[config.mk]
export PLATFORM = sky130hd
export DESIGN_NAME = obj_cmd_arbiter
export DESIGN_NICKNAME = d
export VERILOG_FILES = /design/src/rtl/obj_cmd_pkg.sv /design/src/rtl/obj_cmd_arbiter_rr_arbiter.sv /design/src/rtl/obj_cmd_arbiter.sv
export SDC_FILE = /design/constraint.sdc
export NUM_CORES = 1
export LEC_CHECK = 0
export BUFFER_PORTS_ARGS = -buffer_cell sky130_fd_sc_hd__buf_2
export CAP_MARGIN = 20
export CORE_ASPECT_RATIO = 0.75
export CORE_UTILIZATION = 50
export DETAILED_ROUTE_END_ITERATION = 6
export PLACE_DENSITY = 0.76
export SLEW_MARGIN = 20
export SYNTH_ARGS = -nofsm -noshare
export SYNTH_HDL_FRONTEND = slang
export SYNTH_SLANG_ARGS = --single-unit
[constraint.sdc]
create_clock -name clk_i -period 6.8 [get_ports clk_i]
set_input_delay 0.34 -clock clk_i [delete_from_list [all_inputs] [get_ports clk_i]]
set_output_delay 0.34 -clock clk_i [all_outputs]
set_load 0.05 [all_outputs]
[src/rtl/obj_cmd_pkg.sv]
// Shared types and constants for the object command path: address range,
// the serializer command word layout and the transfer sequencer states.
package obj_cmd_pkg;

  localparam int ADDR_W  = 5;
  localparam int NUM_OBJ = 18;

  typedef struct packed {
    logic [ADDR_W-1:0] addr;
    logic              cmd;
  } cmd_word_t;

  typedef enum logic [1:0] {
    IDLE,
    ISSUE,
    WAIT_BUSY,
    WAIT_DONE
  } state_t;

endpackage

[src/rtl/obj_cmd_arbiter_rr_arbiter.sv]
// Combinational round-robin picker: the first asserted request found when
// scanning upward from rr_ptr, wrapping at N. The pointer lives in the parent.
module rr_arbiter #(
  parameter int N = 4,
  localparam int IDX_W = (N > 1) ? $clog2(N) : 1
) (
  input  logic [N-1:0]     req,
  input  logic [IDX_W-1:0] rr_ptr,
  output logic [N-1:0]     winner,
  output logic [IDX_W-1:0] win_idx,
  output logic             any
);

  int               cand;
  logic [IDX_W-1:0] cand_idx;

  always_comb begin
    winner   = '0;
    win_idx  = '0;
    any      = 1'b0;
    cand     = 0;
    cand_idx = '0;
    for (int i = 0; i < N; i++) begin
      cand = int'(rr_ptr) + i;
      if (cand >= N) cand = cand - N;
      cand_idx = IDX_W'(cand);
      if (!any && req[cand_idx]) begin
        any             = 1'b1;
        winner[cand_idx] = 1'b1;
        win_idx         = cand_idx;
      end
    end
  end

endmodule

[src/rtl/obj_cmd_arbiter.sv]
// Shares the serializer command path between NUM_REQ requesters: round-robin
// grant, address range check, and one issue per serializer busy cycle.
module obj_cmd_arbiter #(
  parameter int NUM_REQ = 4,
  parameter int ADDR_W  = obj_cmd_pkg::ADDR_W,
  parameter int NUM_OBJ = obj_cmd_pkg::NUM_OBJ,
  parameter int BUSY_TO = 15
) (
  input  logic                           clk_i,
  input  logic                           rst_i,
  input  logic [NUM_REQ-1:0]             req_i,
  input  logic [NUM_REQ-1:0][ADDR_W-1:0] req_addr_i,
  input  logic [NUM_REQ-1:0]             req_cmd_i,
  output logic [NUM_REQ-1:0]             gnt_o,
  output logic [ADDR_W:0]                data_o,
  output logic                           data_val_o,
  input  logic                           busy_i,
  output logic                           err_o,
  output logic                           timeout_o
);

  import obj_cmd_pkg::*;

  localparam int IDX_W = $clog2(NUM_REQ);
  localparam int CNT_W = $clog2(BUSY_TO + 1);
  localparam logic [IDX_W-1:0] PTR_LAST = IDX_W'(NUM_REQ - 1);
  localparam logic [CNT_W-1:0] CNT_LAST = CNT_W'(BUSY_TO - 1);

  state_t             state_q, state_n;
  logic [IDX_W-1:0]   rr_ptr_q, rr_ptr_n;
  logic [CNT_W-1:0]   cnt_q, cnt_n;
  logic [NUM_REQ-1:0] gnt_q, gnt_n;
  logic [ADDR_W:0]    data_q, data_n;
  logic               val_q, val_n;
  logic               err_q, err_n;
  logic               to_q, to_n;

  logic [NUM_REQ-1:0] arb_req;
  logic [NUM_REQ-1:0] win_oh;
  logic [IDX_W-1:0]   win_idx;
  logic               win_any;
  logic [ADDR_W-1:0]  win_addr;
  logic               addr_ok;
  logic               arb_fire;
  logic               busy_expired;
  cmd_word_t          win_word;

  // A requester may still hold req_i during its own grant cycle, so it is
  // masked for that one evaluation to avoid consuming the same request twice.
  assign arb_req = req_i & ~gnt_q;

  rr_arbiter #(.N(NUM_REQ)) u_rr_arbiter (
    .req     (arb_req),
    .rr_ptr  (rr_ptr_q),
    .winner  (win_oh),
    .win_idx (win_idx),
    .any     (win_any)
  );

  assign win_addr      = req_addr_i[win_idx];
  assign addr_ok       = (win_addr != '0) && (int'(win_addr) <= NUM_OBJ);
  assign arb_fire      = (state_q == IDLE) && !busy_i && win_any;
  assign busy_expired  = (state_q == WAIT_BUSY) && !busy_i && (cnt_q == CNT_LAST);
  assign win_word.addr = win_addr;
  assign win_word.cmd  = req_cmd_i[win_idx];

  always_ff @(posedge clk_i) begin
    if (!rst_i) begin
      state_q  <= IDLE;
      rr_ptr_q <= '0;
      cnt_q    <= '0;
      gnt_q    <= '0;
      data_q   <= '0;
      val_q    <= 1'b0;
      err_q    <= 1'b0;
      to_q     <= 1'b0;
    end else begin
      state_q  <= state_n;
      rr_ptr_q <= rr_ptr_n;
      cnt_q    <= cnt_n;
      gnt_q    <= gnt_n;
      data_q   <= data_n;
      val_q    <= val_n;
      err_q    <= err_n;
      to_q     <= to_n;
    end
  end

  // Rejected addresses still advance the pointer but never leave IDLE.
  always_comb begin
    state_n  = state_q;
    rr_ptr_n = rr_ptr_q;
    cnt_n    = cnt_q;
    case (state_q)
      IDLE: begin
        if (arb_fire) begin
          rr_ptr_n = (win_idx == PTR_LAST) ? '0 : win_idx + 1'b1;
          if (addr_ok) state_n = ISSUE;
        end
      end
      ISSUE: begin
        state_n = WAIT_BUSY;
        cnt_n   = '0;
      end
      WAIT_BUSY: begin
        if (busy_i) begin
          state_n = WAIT_DONE;
        end else if (busy_expired) begin
          state_n = IDLE;
          cnt_n   = '0;
        end else begin
          cnt_n = cnt_q + 1'b1;
        end
      end
      WAIT_DONE: begin
        if (!busy_i) state_n = IDLE;
      end
      default: state_n = IDLE;
    endcase
  end

  always_comb begin
    gnt_n  = '0;
    data_n = data_q;
    val_n  = 1'b0;
    err_n  = 1'b0;
    to_n   = busy_expired;
    if (arb_fire) begin
      gnt_n = win_oh;
      if (addr_ok) begin
        data_n = win_word;
        val_n  = 1'b1;
      end else begin
        err_n = 1'b1;
      end
    end
  end

  assign gnt_o      = gnt_q;
  assign data_o     = data_q;
  assign data_val_o = val_q;
  assign err_o      = err_q;
  assign timeout_o  = to_q;

endmodule

# Word-level counts from Yosys, hierarchy flattened
# Cells that the tools add are included.
dict set report totals {
  register_bits 21
  out_inout_bits 13
  inputBits 31
  elab_cells 118
}
dict set report op_classes {
  add_sub_neg 9
  mux 48
  reduce_logical 24
  bitwise 5
  n_eq_ne 10
  order_cmp 14
}
# op n
set ops {}
lappend ops {{2-to-1 mux 2 bit} 14}
lappend ops {{2-to-1 mux 4 bit} 6}
lappend ops {{less-than comparator 2 x 3 -> 1 bit, second input constant} 5}
lappend ops {{2-to-1 mux 1 bit} 15}
lappend ops {{logical AND 1 bit} 12}
lappend ops {{OR 4 bit} 3}
lappend ops {{binary-select mux 1 bit (select 2 bit)} 5}
lappend ops {{binary-select mux 5 bit (select 2 bit)} 1}
lappend ops {{>= comparator 3 bit, second input constant} 3}
lappend ops {{demux 1 bit (select 2 bit)} 4}
lappend ops {{>= comparator 2 x 1 -> 1 bit, second input constant} 4}
lappend ops {{inequality test 2 bit, second input constant} 4}
lappend ops {{one-hot mux 2 bit (4 select lines)} 1}
lappend ops {{one-hot mux 4 bit (2 select lines)} 1}
lappend ops {{AND reduction 2 bit} 4}
lappend ops {{subtractor 2 x 1 -> 2 bit, second input constant} 4}
lappend ops {{adder 2 x 2 -> 3 bit, second input constant} 2}
lappend ops {{equality test 2 bit, second input constant} 3}
lappend ops {{less-or-equal comparator 5 bit, second input constant} 1}
lappend ops {{2-to-1 mux 5 bit} 1}
lappend ops {{nonzero test 5 bit} 1}
lappend ops {{adder 4 x 1 -> 4 bit, second input constant} 1}
lappend ops {{AND 4 bit} 1}
lappend ops {{equality test 4 bit, second input constant} 1}
lappend ops {{other kinds (10)} 13}

# Logic depth before layout (Yosys ltp)
# Gate-level depths: netlist of the first run.
dict set report logic_depth {
  word_depth 21
  depth_mapped 13
  ltp_nobuf 9
}

# By module
# From an unflattened synthesis of the first run, not the netlist that was laid out.
dict set report unflattened {
  hier_cells 147
  area_unflattened_um2 1476.4
}
# mod n_inst cells_each seq_area_each_um2 area_each_um2
set modules_own_cells {}
lappend modules_own_cells {obj_cmd_arbiter 1 102 420.4 1054.8}
lappend modules_own_cells {rr_arbiter 1 45 0.0 421.7}

# Least setup slack after synthesis of the first run
# No wires, ideal clock.
dict set report synth_timing {
  path_kind {register -> register}
  startpoint {register rr_ptr_q[0]}
  endpoint {register data_q[2], in the netlist data_o[2]}
  arrival_time_ps 2846
  path_stages_with_launch 13
  setup_slack_ps 3834
  synth_period_minus_slack_ps 2966
  cell_sequence {dfxtp_1 inv_1 buf_2 ha_1 clkbuf_1 nand2_1 or4_1 a31oi_4 o22a_4 buf_6 mux2_4 o211ai_2 mux2i_1}
}
dict set report synth_between {
  elab_chain_len 19
  elab_cells_between_ends 44
  classes_between {add/sub: 7; order compare: 5; mux: 22; reduce/logical: 10}
}
# element line_no
set synth_rtl {}
lappend synth_rtl {{from (decl)} obj_cmd_arbiter.sv:30} ;# logic [IDX_W-1:0] rr_ptr_q, rr_ptr_n;
lappend synth_rtl {{from (signal assigned)} obj_cmd_arbiter.sv:79} ;# rr_ptr_q <= rr_ptr_n;
lappend synth_rtl {{branches (longest 19 deep; another with adder 2 x 1 -> 3 bit)} --}
lappend synth_rtl {{to (signal assigned)} obj_cmd_arbiter.sv:82} ;# data_q <= data_n;
lappend synth_rtl {{to (decl)} obj_cmd_arbiter.sv:33} ;# logic [ADDR_W:0] data_q, data_n;
# Parallel ways; which one is timed is not known. The select of a mux whose other input is x is not followed.
# A chain may end at the register's enable or synchronous reset.

# Worst setup path after layout of the first run
dict set report layout_timing {
  startpoint {register rr_ptr_q[0]}
  endpoint {register data_q[0], in the netlist data_o[0]}
}
# Same word-level chain as after synthesis.

==> metrics.yaml, run 1 <==
timing:
  rsz0062_at_grt: "false"
  tns_ns: 0
  fin_skew_ns: 0.00648
  slew_headroom_pct: 34.8
  setup_viol: 0
  timing.fmax_ghz: 0.288
  final_max_slew_viol_count: 0
  fin_crit_ns: 3.48
  hold_viol_final: 0
  period_share_pct: 51.1
  tightest_slew_ns: 0.970
grt:
  grt_pass1_wl_um: 6280
  grt_start_max_net_pins: 17
  gr-usage-all-layers_pct: 23.5
  grt_overflow: 0
  antenna_found_initial: 0
  grt_pass1_vias: 1398
clock_tree:
  cts_buffers: 3
  ctsResizeCount: 0
  clock-sinks: 21
  clk_path_buf_depth: 2
  cts_setup_buffers: 0
  holdBufCountCts: 0
  cts.htree.levels: 1
  tritoncts: "yes"
  root_buffer: "clkbuf_8"
  clk_pin_slew_ns: 0.08
  insertion_delay_ns: 0.26
routing:
  vias_per_cell: 6.03
  via_count: 1641
  wl_um: 3850
  drt-pass1-iter-count: 5
  drc: 0
  wl_per_cell_um: 14.2
  postRouteAntennaNets: 0
  drt_iter0_markers: 177
logic_synthesis:
  seq_area_frac_synth_pct: 25.3
  syn_area_mm2: 0.00166
  synth_top_cell_by_area: "dfxtp_1"
  synth-seq-cells: 21
  yosysWarnings: 0
  postSynthAreaPerCell_um2: 8.51
  synth_nets: 232
  synth-async-reset-ratio_pct: 0
  synth_flop_cell: "dfxtp_1"
  synth_top_area_share_pct: 25.3
  synth_edf_count: 0
  synth_cell_types: 48
  synth_area_leaders: "dfxtp_1 (25%), nand2_1 (4.7%), ha_1 (4.5%)"
  synthCells: 195
final_layout:
  final_cell_mix: "buf_2 (43), nand2_1 (21), dfxtp_1 (21)"
  antenna_cells: 0
  final_core_util_pct: 63.3
  fill_cells: 283
  multi_input_area_mm2: 0.00115
  drive_gt1_share_pct: 29.1
  syn_to_final_growth_pct: 15.9
  final_common_cell: "buf_2"
  ff_latch_area_um2: 420
  fin_nets: 272
critical_path:
  worstPathRequired_ns: 6.95
  end_kind: "flip-flop"
  crit_buf_inv: 1
  arrival_ns: 3.63
  crit_family: "compound AO/OA/AOI/OAI gates"
  crit_slowest_cell: "dfxtp_1"
  crit_type: "flip-flop to flip-flop"
  start_kind: "flip-flop"
  max_stage_delay_ns: 0.66
  path_cells: "inv_1 -> ha_1 -> nand2_1 -> or4_1 -> a31oi_4 -> o22a_4 -> mux2_2 -> o211ai_1 -> mux2i_1"
  cp_max_fo: 16
die:
  io_pins: 44
  die_width_um: 68.5
  dieArea_mm2: 0.00356
  die_height_um: 51.9
  rows: 17
  core_area_mm2: 0.00304
  initial_core_util_pct: 54.6
outcome:
  outcome: "completed"
flow_run:
  drv_cap: 0
pwr:
  power_w: 0.000921
  ir_worst_vdd_mv: 0.175
  p_leak_nw: 0.811
  power_density_mw_per_mm2: 479
place:
  dpl.hpwl_um: 3030
  io_buffers: 43
  gp_congestion: 0.834
hold_path:
  hold_class: "input pin to flip-flop"
==> tightest hold or removal path: stages <==
cell     delay [ns]
buf_2          0.12
nand2_1        0.08
a21oi_1        0.07
==> cell type report <==
class | count | share of cell area [%]
multi-input combinational | 155 | 59.8
sequential | 21 | 21.8
timing repair buffer | 44 | 11.6
tap | 38 | 2.47
clock buffer | 3 | 2.15
inverter | 10 | 1.95
clock inverter | 1 | 0.260
==> per-stage QoR <==
step	hold WS [ns]	area [µm²]	worst slack [ns]	cells
2_1_floorplan	0.451	1660	3.83	195
3_3_place_gp	0.447	1880	3.48	268
3_5_place_dp	0.459	1880	3.34	268
4_1_cts	0.396	1920	3.33	272
5_1_grt	0.397	1920	3.05	272
6_report	0.398	1920	3.32	272
==> power breakdown <==
part	switching, W	internal, W	total (W)
sequential	0.0000352	0.000160	0.000196
combinational	0.000393	0.000253	0.000646
clock	0.0000388	0.0000407	0.0000795
==> per-layer routing <==
| layer | global-route usage (%) | share of wire [%] | vias to the layer above |
|---|---|---|---|
| met5 | 0 | 0 | - |
| met4 | 6.94 | 1.2 | 0 |
| met3 | 2.41 | 5.2 | 4 |
| met2 | 35.9 | 45 | 58 |
| met1 | 34.3 | 48 | 748 |
| li1 | - | - | 831 |
==> final timing paths <==
path	from	to	slack, ns	depth (start not counted)
setup / recovery	rr_ptr_q[0]	data_o[0]	3.32	9
hold / removal	busy_i	state_q[0]	0.40	3
setup reg to reg	rr_ptr_q[0]	data_o[0]	3.32	9
hold reg to reg	data_o[1]	data_o[1]	0.46	2
==> registers in the layout, indices dropped and copies added (netlist names) <==
| signal | cells |
|---|---|
| gnt_o | 4 |
| data_val_o | 1 |
| err_o | 1 |
| rr_ptr_q | 2 |
| cnt_q | 4 |
| timeout_o | 1 |
| state_q | 2 |
| data_o | 6 |
==> cell families after synthesis <==
family                     synth area share, %
and+or+nand+nor                           23.1
AOI/OAI and AO/OA                         28.9
DFF                                       25.3
buffers and inverters                     5.42
muxes                                     11.7
adders and majority gates                 4.52
xor gates and xnor gates                  1.06
==> cell usage after synthesis, types with 2 or more instances <==
library cell and number:
dfxtp_1 21, nand2_1 21, nor2_1 15, a21oi_1 12, o211ai_1 9, inv_1 8, mux2i_1 7, o221ai_1 7
ha_1 6, nand2b_1 6, nand4_1 6, nor2b_1 6, o21ai_0 5, a222oi_1 4, clkbuf_1 4, nand3_1 4
nor3_1 4, and3_1 3, mux2_2 3, mux2_4 3, o211ai_2 3, o221ai_2 3, a211oi_1 2, a22oi_1 2
buf_2 2, buf_6 2, mux4_2 2, nor3b_1 2, nor4_1 2, o311ai_0 2, xnor2_1 2
Note: power is estimated with default switching activity, not from simulation.
==> run 2, diff against run 1 <==
--- a/config.mk
+++ b/config.mk
@@ -8,9 +8,9 @@
 export BUFFER_PORTS_ARGS = -buffer_cell sky130_fd_sc_hd__buf_2
 export CAP_MARGIN = 20
 export CORE_ASPECT_RATIO = 0.75
-export CORE_UTILIZATION = 50
+export CORE_UTILIZATION = 48
 export DETAILED_ROUTE_END_ITERATION = 6
-export PLACE_DENSITY = 0.76
+export PLACE_DENSITY = 0.77
 export SLEW_MARGIN = 20
 export SYNTH_ARGS = -nofsm -noshare
 export SYNTH_HDL_FRONTEND = slang
==> constraint.sdc (replaced) <==
create_clock -name clk_i -period 3 [get_ports clk_i]
set_input_delay 0.15 -clock clk_i [delete_from_list [all_inputs] [get_ports clk_i]]
set_output_delay 0.15 -clock clk_i [all_outputs]
set_load 0.05 [all_outputs]
==> run 2 against run 1 <==
Against the previous run: the run now ends with design-rule violations left; routed wire length rose by 4.6%; clock power grew 130%; global-route usage decreased by 0.92 points; flip-flop and latch count unchanged; non-clock buffer count up 8; sequential power is 110% higher; core utilization shrank 2.9 points; via count is 1.4% higher; maximum frequency increased by 24%; sequential share of layout area fell by 0.67 points; largest cell class unchanged; largest power group unchanged.
==> metrics.yaml, run 2 (same netlist as run 1, synthesis figures left out) <==
critical_path:
  end_kind: "flip-flop"
  critPathLaunch: "rr_ptr_q[1]"
  crit_family: "compound AO/OA/AOI/OAI gates"
  r2r_cells: 8
  cp.depth: 8
  arrival_ns: 2.94
  r2r_end: "data_o[4]"
  crit_buf_inv: 1
  crit_type: "flip-flop to flip-flop"
  path_cells: "inv_2 -> ha_1 -> mux4_2 -> o221a_1 -> o22a_4 -> o221ai_2 -> nand3_4 -> mux2i_1"
  ff2ff_setup_slack_ns: 0.20
  cp_max_fo: 15
  worstPathRequired_ns: 3.15
  r2r_start: "rr_ptr_q[1]"
  start_kind: "flip-flop"
  crit_slowest_cell: "dfxtp_1"
  max_stage_delay_ns: 0.45
routing:
  drc: 2
  drt_iter0_markers: 142
  wl_per_cell_um: 14.3
  wl_um: 4030
  via_count: 1664
  vias_per_cell: 5.90
  drt-pass1-iter-count: 7
  postRouteAntennaNets: 0
timing:
  hold_viol_final: 0
  tns_ns: 0
  period_share_pct: 93.2
  fin_skew_ns: 0.000795
  tightest_slew_ns: 0.481
  rsz0062_at_grt: "false"
  fin_crit_ns: 2.80
  timing.fmax_ghz: 0.357
  slew_headroom_pct: 67.9
  final_max_slew_viol_count: 0
  setup_viol: 0
hold_path:
  whs_path_depth: 3
  hold_class: "input pin to flip-flop"
  hold_start: "busy_i"
  min_to: "state_q[0]"
pwr:
  power_density_mw_per_mm2: 1090
  p_leak_nw: 0.848
  ir_worst_vdd_mv: 0.598
  power_w: 0.00217
grt:
  gr-usage-all-layers_pct: 22.6
  grt_overflow: 0
  grt_pass1_vias: 1503
  antenna_found_initial: 0
  grt_pass1_wl_um: 6580
  grt_start_max_net_pins: 16
clock_tree:
  clock-sinks: 21
  holdBufCountCts: 0
  cts.htree.levels: 1
  tritoncts: "yes"
  insertion_delay_ns: 0.26
  cts_setup_buffers: 0
  ctsResizeCount: 0
  clk_path_buf_depth: 2
  clk_pin_slew_ns: 0.07
  cts_buffers: 3
  root_buffer: "clkbuf_8"
final_layout:
  largest_register_ffs: 6
  final_cell_count_no_fill: 282
  fin_nets: 280
  drive_gt1_share_pct: 31.0
  antenna_cells: 0
  final_common_cell: "buf_2"
  syn_to_final_growth_pct: 19.6
  final_cell_mix: "buf_2 (43), nand2_1 (21), dfxtp_1 (21)"
place:
  place_inst: 278
  dpl.hpwl_um: 3060
  gp_congestion: 0.936
  io_buffers: 43
die:
  die_width_um: 69.9
  io_pins: 44
  core_area_mm2: 0.00329
  rows: 18
  dieArea_mm2: 0.00370
  die_height_um: 52.9
  initial_core_util_pct: 50.5
flow_run:
  drv_cap: 0
outcome:
  outcome: "finished, violations left"
  failed_checks: "design-rule violations"
## run 2: worst max path at each step
stage          slack [ns]   endpoint
2_1_floorplan        0.03  data_o[2]
3_3_place_gp         0.36  data_o[0]
3_5_place_dp         0.24  data_o[0]
4_1_cts              0.23  data_o[4]
5_1_grt              0.05  data_o[3]
6_report             0.20  data_o[4]
## run 2: per-stage QoR
| stage | cell area, µm² | util, % | hold slack (ns) | setup slack [ns] |
|---|---|---|---|---|
| global route | 1990 | 60.4 | 0.226 | 0.0540 |
| finish | 1990 | 60.4 | 0.223 | 0.203 |
| global placement | 1940 | 59.0 | 0.448 | 0.356 |
| floorplan | 1660 | - | 0.319 | 0.0337 |
| detailed placement | 1940 | 59.0 | 0.451 | 0.245 |
| CTS | 1990 | 60.4 | 0.215 | 0.228 |
## run 2: layer usage
metal / part of all wire [%] / track usage, %
met2: 44 / 38.0
met4: 0.94 / 7.00
met3: 6.1 / 5.14
met5: 0 / 0
met1: 49 / 29.2
## run 2: power by group
part	switching, W	total [W]	internal [W]
logic	0.000938	0.00157	0.000631
clock network	0.0000867	0.000181	0.0000946
registers	0.0000533	0.000417	0.000364
## run 2: layout make-up
cell class,count,area [µm²]
Sequential cell,21,420
Multi-Input combinational cell,155,1150
Tap cell,40,50.0
Inverter,10,37.5
Timing Repair Buffer,52,283
Clock buffer,4,45.0
Fill cell,296,1300
## run 2: worst reg2reg max path: stages, from the launching register on
cell      delay (ns)
dfxtp_1         0.45
inv_2           0.10
ha_1            0.39
mux4_2          0.38
o221a_1         0.39
o22a_4          0.35
o221ai_2        0.29
nand3_4         0.18
mux2i_1         0.16
==> run 3, diff against run 2 <==
--- a/config.mk
+++ b/config.mk
@@ -10,6 +10,7 @@
 export CORE_ASPECT_RATIO = 0.75
 export CORE_UTILIZATION = 48
 export DETAILED_ROUTE_END_ITERATION = 6
+export MAX_ROUTING_LAYER = met4
 export PLACE_DENSITY = 0.77
 export SLEW_MARGIN = 20
 export SYNTH_ARGS = -nofsm -noshare
==> run 3 against run 2 <==
Against the previous run: the run now ends clean; flip-flop and latch count did not move; via count grew 3.2%; die area unchanged; combinational power hardly changed; worst hold slack worse by 0.028 ns; routed wire length is 3.3% lower; critical path type unchanged; largest cell class unchanged.
==> metrics.yaml, run 3 (same netlist as run 1, synthesis figures left out) <==
timing:
  setup_viol: 0
  tightest_slew_ns: 0.466
  timing.fmax_ghz: 0.359
  final_max_slew_viol_count: 0
  rsz0062_at_grt: "false"
  fin_crit_ns: 2.79
  hold_viol_final: 0
  period_share_pct: 92.9
  fin_skew_ns: 0.00585
  holdWs_ns: 0.194
  slew_headroom_pct: 68.9
  tns_ns: 0
outcome:
  outcome: "completed"
die:
  io_pins: 44
  core_area_mm2: 0.00329
  die_width_um: 69.9
  die_height_um: 52.9
  rows: 18
  dieArea_mm2: 0.00370
  initial_core_util_pct: 50.5
routing:
  wl_um: 3900
  drt-pass1-iter-count: 6
  drt_iter0_markers: 154
  drc: 0
  vias_per_cell: 6.09
  wl_per_cell_um: 13.8
  via_count: 1717
  route.met2.wl_um: 1740
  wl_met1_um: 1840
  postRouteAntennaNets: 0
  top_layer: "met4"
  dr_wl_met3_um: 270
critical_path:
  path_cells: "inv_2 -> ha_1 -> mux4_2 -> o221a_1 -> o22a_4 -> o221ai_2 -> nand3_4 -> mux2i_1"
  start_kind: "flip-flop"
  crit_slowest_cell: "dfxtp_1"
  crit_type: "flip-flop to flip-flop"
  end_kind: "flip-flop"
  crit_family: "compound AO/OA/AOI/OAI gates"
  crit_buf_inv: 1
  arrival_ns: 2.93
  worstPathRequired_ns: 3.15
  max_stage_delay_ns: 0.47
  cp_max_fo: 15
  cp.depth: 8
  r2r_cells: 8
clock_tree:
  cts_buffers: 3
  tritoncts: "yes"
  insertion_delay_ns: 0.26
  clk_pin_slew_ns: 0.08
  root_buffer: "clkbuf_8"
  ctsResizeCount: 0
  cts.htree.levels: 1
  cts_setup_buffers: 0
  clock-sinks: 21
  clk_path_buf_depth: 2
  holdBufCountCts: 0
grt:
  gr-usage-all-layers_pct: 22.2
  grt_pass1_vias: 1500
  antenna_found_initial: 0
  grt_start_max_net_pins: 16
  grt_overflow: 0
  grt_pass1_wl_um: 6290
pwr:
  power_density_mw_per_mm2: 1080
  p_leak_nw: 0.851
  ir_worst_vdd_mv: 0.611
final_layout:
  syn_to_final_growth_pct: 19.7
  final_common_cell: "buf_2"
  final_cell_mix: "buf_2 (43), nand2_1 (21), dfxtp_1 (21)"
  largest_register_ffs: 6
  antenna_cells: 0
  fin_nets: 280
  drive_gt1_share_pct: 31.4
place:
  io_buffers: 43
  gp_congestion: 0.926
  dpl.hpwl_um: 3080
flow_run:
  drv_cap: 0
hold_path:
  hold_class: "input pin to flip-flop"
  whs_path_depth: 3
run 3: cell count changes in the layout (fill, tap and decap cells not counted), sizes merged:
cell    previous run  this run
clkinv             1         2
clkbuf             4         3
run 3: worst min-delay path: cells and delay by family:
family	cells	cell delay, ns
buffers and inverters	1	0.11
and+or+nand+nor	1	0.08
AOI/OAI and AO/OA	1	0.06
run 3: area by class of cell:
class	count	area, µm²
inverter	10	37.5
multi-input combinational	155	1150
clock inverter	1	5.00
timing repair buffer	52	283
tap	40	50.0
clock buffer	3	41.3
fill	310	1300
sequential	21	420
run 3: stage by stage:
| step | area, µm² | setup WS (ns) | power [W] | util (%) | instances |
|---|---|---|---|---|---|
| finish | 1990 | 0.213 | 0.00215 | 60.4 | 282 |
| global route | 1990 | 0.0397 | 0.00231 | 60.4 | 282 |
| CTS | 1990 | 0.244 | 0.00215 | 60.4 | 282 |
| detailed placement | 1940 | 0.257 | 0.00197 | 59.0 | 278 |
| global placement | 1940 | 0.364 | 0.00194 | 59.0 | 278 |
| floorplan | 1660 | 0.0337 | 0.00169 | - | 195 |
run 3: path summary, 6_finish.rpt:
kind | start | end | slack [ns]
max | rr_ptr_q[1] | data_o[3] | 0.21
min | busy_i | state_q[0] | 0.19
min reg2reg | data_o[2] | data_o[2] | 0.46
max reg2reg | rr_ptr_q[1] | data_o[3] | 0.21
run 3: power breakdown:
part           internal (W)  switching [W]
Sequential         0.000363      0.0000514
Combinational      0.000631       0.000925
Clock             0.0000925      0.0000889
run 3: routing by layer:
metal  GRT usage, %  vias up
met1           27.3      786
met2           36.9       82
met3           5.33        9
met5              -        -
li1               -      840
met4           6.67        0
